File: config.mk
export PLATFORM = sky130hd
export DESIGN_NAME = adc_in
export DESIGN_NICKNAME = d
export VERILOG_FILES = /design/src/rtl/adc_in.sv
export SDC_FILE = /design/constraint.sdc
export NUM_CORES = 1
export LEC_CHECK = 0
export CORE_AREA = 4 4 141 116
export CTS_CLUSTER_DIAMETER = 200
export DETAILED_ROUTE_END_ITERATION = 10
export DIE_AREA = 0 0 145 120
export HOLD_SLACK_MARGIN = 0.12
export PLACE_DENSITY = 0.58
export SYNTH_ARGS = -nofsm -noshare
export SYNTH_HDL_FRONTEND = slang
export SYNTH_SLANG_ARGS = --single-unit
File: constraint.sdc
create_clock -name clk -period 2.45 [get_ports clk]
set_input_delay 0.245 -clock clk [delete_from_list [all_inputs] [get_ports clk]]
set_output_delay 0.245 -clock clk [all_outputs]
set_load 0.005 [all_outputs]
File: src/rtl/adc_in.sv
// ADC input scaler: boxcar-averages 2^AVG_LOG2 signed ADC codes and converts the
// mean to the signed fixed-point voltage word, V = -code*20/2^ADC_WIDTH.
module adc_in #(
  parameter int FLOAT_WIDTH = 64,
  parameter int INT_WIDTH   = 16,
  parameter int ADC_WIDTH   = 14,
  parameter int AVG_LOG2    = 2
) (
  input  logic                   clk,
  input  logic                   rst,
  input  logic                   clear,
  input  logic [ADC_WIDTH-1:0]   adc_code,
  input  logic                   adc_valid,
  output logic [FLOAT_WIDTH-1:0] volt_out,
  output logic                   out_valid,
  input  logic                   out_ready,
  output logic                   overrun
);

  localparam int FRAC  = FLOAT_WIDTH - INT_WIDTH;
  localparam int SHIFT = FRAC - (ADC_WIDTH - 2);
  localparam int ACC_W = ADC_WIDTH + AVG_LOG2;
  localparam int CNT_W = (AVG_LOG2 > 0) ? AVG_LOG2 : 1;
  localparam logic [CNT_W-1:0] CNT_LAST = CNT_W'((1 << AVG_LOG2) - 1);

  // Output handshake: a result is transferred on any rising edge where
  // out_valid and out_ready are both high; adc_valid has no back-pressure.

  logic signed [ACC_W-1:0]       r_acc;
  logic        [CNT_W-1:0]       r_cnt;
  logic signed [ACC_W-1:0]       r_mean;
  logic                          r_s1_valid;
  logic signed [ACC_W-1:0]       w_code_ext;
  logic signed [ACC_W-1:0]       w_sum;
  logic signed [FLOAT_WIDTH-1:0] w_mean_ext;
  logic signed [FLOAT_WIDTH-1:0] w_times5;
  logic signed [FLOAT_WIDTH-1:0] w_volt;

  assign w_code_ext = ACC_W'($signed(adc_code));
  assign w_sum      = r_acc + w_code_ext;

  // The mean always fits in ADC_WIDTH bits, so the scaled word is exact.
  assign w_mean_ext = FLOAT_WIDTH'(r_mean);
  assign w_times5   = (w_mean_ext <<< 2) + w_mean_ext;
  assign w_volt     = (-w_times5) <<< SHIFT;

  // Stage 1: accumulate one group; clear discards a partial group and any sample on that edge.
  always_ff @(posedge clk or posedge rst) begin
    if (rst) begin
      r_acc      <= '0;
      r_cnt      <= '0;
      r_mean     <= '0;
      r_s1_valid <= 1'b0;
    end else if (clear) begin
      r_acc      <= '0;
      r_cnt      <= '0;
      r_s1_valid <= 1'b0;
    end else if (adc_valid) begin
      if (r_cnt == CNT_LAST) begin
        r_mean     <= w_sum >>> AVG_LOG2;
        r_acc      <= '0;
        r_cnt      <= '0;
        r_s1_valid <= 1'b1;
      end else begin
        r_acc      <= w_sum;
        r_cnt      <= r_cnt + CNT_W'(1);
        r_s1_valid <= 1'b0;
      end
    end else begin
      r_s1_valid <= 1'b0;
    end
  end

  // Stage 2: output register; a stage-1 result is never blocked, even by clear.
  always_ff @(posedge clk or posedge rst) begin
    if (rst) begin
      volt_out  <= '0;
      out_valid <= 1'b0;
    end else if (r_s1_valid) begin
      volt_out  <= w_volt;
      out_valid <= 1'b1;
    end else if (out_valid && out_ready) begin
      out_valid <= 1'b0;
    end
  end

  always_ff @(posedge clk or posedge rst) begin
    if (rst) begin
      overrun <= 1'b0;
    end else if (clear) begin
      overrun <= 1'b0;
    end else if (r_s1_valid && out_valid && !out_ready) begin
      overrun <= 1'b1;
    end
  end

endmodule

# --- Word-level counts from Yosys, hierarchy flattened ---
# Index checks and enable logic that the tools add are counted.
totals:
  inputBits: 19
  ff_bits: 63
  elab_cells: 34
  output_inout_bits: 66
op_classes:
  eq_ne: 1
  mux: 13
  addsub: 4
  bitwise_logic: 1
  n_reduce_logical: 8
op_table:
  columns: ["op", "count"]
  rows:
  - ["$mux W16", 3]
  - ["$neg A17 Y28", 1]
  - ["$add A16 B14 Y17", 1]
  - ["$add A16 B14 Y16", 1]
  - ["$mux W1", 7]
  - ["$mux W2", 3]
  - ["$reduce_bool A2 Y1", 3]
  - ["$logic_and A1 B1 Y1", 3]
  - ["$reduce_and A3 Y1", 1]
  - ["$add A2 B1 Y2 const B", 1]
  - ["$eq A2 B2 Y1 const B", 1]
  - ["$logic_not A1 Y1", 1]
  - ["$not A1 Y1", 1]

# --- Logic depth before layout (Yosys ltp) ---
logic_depth:
  word_depth: 4
  depth_mapped: 10

# --- Worst setup path before layout ---
# No wires, ideal clock.
synth_timing:
  path_type: "register to register"
  from: "reg r_mean[13] (netlist name)"
  to: "reg volt_out[53]"
  t_arrival_ns: 2.201
  stages_incl_launch_ff: 10
  setup_ns: 0.125
  path_buffers: 0
  synth_period_minus_slack_ns: 2.326
  path_slack_ns: 0.124
  cell_sequence: "dfrtp_1 > inv_1 > ha_1 > ha_1 > and3_1 > and3_1 > a22o_1 > a21o_1 > xnor2_1 > mux2_2"
synth_via:
  elab_chain_len: 2
synth_rtl:
  columns: ["item", "line_no", "rtl"]
  rows:
  - ["$add A16 B14 Y17", "44", "assign w_times5 = (w_mean_ext <<< 2) + w_mean_ext;"]
  - ["$neg A17 Y28", "45", "assign w_volt = (-w_times5) <<< SHIFT;"]
  - ["to (signal assigned)", "80", "volt_out <= w_volt;"]
  - ["to (decl)", "14", "output logic [FLOAT_WIDTH-1:0] volt_out,"]
# No other way between the ends.
# A chain may end at the register's enable or synchronous reset.

# --- Final worst setup path ---
layout_timing:
  from: "reg r_mean[2]"
  to: "reg volt_out[53]"
layout_via:
  elab_chain_len: 2
layout_rtl:
  columns: ["item", "line_no", "rtl"]
  rows:
  - ["from (decl)", "31", "logic signed [ACC_W-1:0] r_mean;"]
  - ["from (signal assigned)", "60", "r_mean <= w_sum >>> AVG_LOG2;"]
  - ["$add A16 B14 Y17", "44", null]
  - ["$neg A17 Y28", "45", null]
# No other way between the ends.

==> metrics.csv <==
metric,value,unit
synth_top_flop_cell,dfrtp_1,
yosysSeqAreaShare,0.360,
first_pass_iters,4,
num_rows,40,
cap_viol_max_count,0,
startpoint_type,flop,
netlist_area,4380,um2
fin_crit_sh,0.976,
gp_congestion,0.860,
period_needed,2.39,ns
hp-class,input port to asynchronous set/reset pin,
wl_per_cell,13.9,um
final_core_utilization,0.393,
timing.hold.ws,0.275,ns
antenna_found_initial,0,
clk_pin_slew,0.05,ns
root_buffer,clkbuf_16,
final_cells,757,
slew_violations,0,
place_inst,739,
seqCellArea,1580,um2
syn_avg_cell_area,9.48,um2
synth_edf_count,0,
synth_top_family_by_area,compound AO/OA/AOI/OAI gates,
synth_compound_area_frac,0.206,
tightest_slew,0.721,ns
layout.nets,627,
yosysUniqueCellTypes,65,
setup_viol,0,
synthMuxAreaShare,0.0517,
fin_skew,0.00511,ns
antennaDiodeCount,0,
io_buffers,48,
ir_drop,398,uV
r2r_slack,0.06,ns
required,2.67,ns
die_h,120,um
p_per_area,1070,nW/um2
layout_commonest_cell,dfrtp_1,
grt_usage,0.125,
cts_max_path_buffers,2,
clkLatencyLatePin,0.34,ns
p_leak,2.72,nW
async_flop_share,1.00,
synthSimpleGateAreaFrac,0.105,
synth_seq_cells,63,
outcome,finished clean,
yosysWarnings,0,
core,14900,um2
fillerInstances,1477,
drc,0,
wl,10.5,mm
io_pins,85,
dr_total_vias,3523,
syn2layout_area_growth,33.4,%
drive_gt1_frac,0.238,
grt-ovfl-total,0,
synthXorXnorAreaFrac,0.0420,
endpoint_kind,flop,
crit_fanout,3,
place_hpwl,8.10,mm
synthAdderAreaFrac,0.130,
multi_input_area,2710,um2
cts.sinks,63,
hold_viol_final,0,
htree_levels,3,
cts_buffers,9,
drt_iter0_drc,181,
rsz0062_at_grt,yes,
cts_tree,done,
postSynthCellCount,462,
start_util,0.295,
slew_headroom,0.517,
grt_start_max_net_pins,41,
drt-vias-per-instance,4.65,
mostFrequentLayoutCells,"63 x dfrtp_1, 53 x buf_4, 48 x clkdlybuf4s50_1",
worstSetupPathType,flop to flop,
fmax,418,MHz
crit_arrival,2.61,ns
dieWidth,145,um
grt_pass1_wl,17.7,mm
grt_pass1_vias,3615,
die-area,17400,um2
final_antenna_net_count,0,
[worst max-delay path, cell delays in order, from the launching register on]
cell     delay [ns]
dfrtp_1        0.37
inv_2          0.09
ha_1           0.24
ha_1           0.31
o21a_1         0.19
o31a_1         0.14
o31a_1         0.30
a21o_1         0.21
xnor2_2        0.16
mux2_2         0.26
[timing repair]
action	4_1_cts	5_1_grt
gates resized for setup	10	38
pin swaps	5	8
setup endpoints to repair	8	23
setup buffers	0	2
hold buffers	0	0
[registers in the layout, summed over array words and instances (netlist names)]
name and flops:
out_valid 1, overrun 1, r_acc 16, r_cnt 2, r_mean 14, r_s1_valid 1
volt_out 28
[per-stage QoR]
step           TNS (ns)  worst slack, ns  total power [W]  area [um2]
2_1_floorplan         0            0.124          0.00325        4510
3_3_place_gp     -0.702           -0.126          0.00450        5310
3_5_place_dp      -1.21           -0.159          0.00453        5310
4_1_cts               0          0.00250          0.00595        5660
5_1_grt         -0.0938          -0.0324          0.00676        5840
6_report              0           0.0583          0.00622        5840
[path summary, 6_finish.rpt]
check                             start            to  depth (start not counted)
setup / recovery              r_mean[2]  volt_out[53]                          9
hold / removal                      rst  volt_out[40]                          2
setup reg to reg              r_mean[2]  volt_out[53]                          9
hold reg to reg            volt_out[50]  volt_out[50]                          2
max in group asynchronous           rst  volt_out[51]                          3
min in group clk           volt_out[50]  volt_out[50]                          2
[synthesized netlist by cell type (all sizes together), types with 8 or more instances]
library cell / number / area [um2]
dfrtp: 63 / 1580
ha: 44 / 551
buf: 41 / 304
o21ai: 40 / 204
nand2: 37 / 139
inv: 34 / 128
a21oi: 30 / 154
mux2: 18 / 206
nor2: 17 / 63.8
xnor2: 12 / 105
a21o: 11 / 82.6
a22o: 11 / 97.6
xor2: 9 / 78.8
and3: 8 / 51.3
[logic make-up (layout without fill, tap and decap cells)]
| kind of cell | after synthesis | after routing |
|---|---|---|
| multiplexers | 20 | 20 |
| adder cells (fa/ha/maj) | 45 | 45 |
| buffers and inverters | 82 | 153 |
| AND/OR/NAND/NOR | 94 | 94 |
| XOR/XNOR | 21 | 21 |
| other | 1 | 36 |
| AO/OA/AOI/OAI | 136 | 136 |
| flip-flops | 63 | 63 |
[per-layer routing]
layer	vias to the layer above	global-route usage	wire, um	share of wire
met5	-	0	0	0
met4	0	0.0362	144	0.014
met3	13	0.0359	354	0.034
met2	60	0.202	4870	0.46
met1	1671	0.163	5140	0.49
li1	1779	-	-	-
[layout make-up]
type	instances	share of cell area
Clock buffer	12	0.0422
Clock inverter	4	0.00771
Inverter	35	0.0225
Multi-Input combinational cell	352	0.463
Sequential cell	63	0.270
Tap cell	189	0.0405
Timing Repair Buffer	102	0.154
[power by group]
part	leakage [nW]	switching (W)	total, W	internal (W)
clock network	0.146	0.000454	0.00126	0.000809
logic	1.74	0.00168	0.00358	0.00190
registers	0.831	0.000119	0.00138	0.00126
Note: power is estimated with default switching activity, not from simulation.
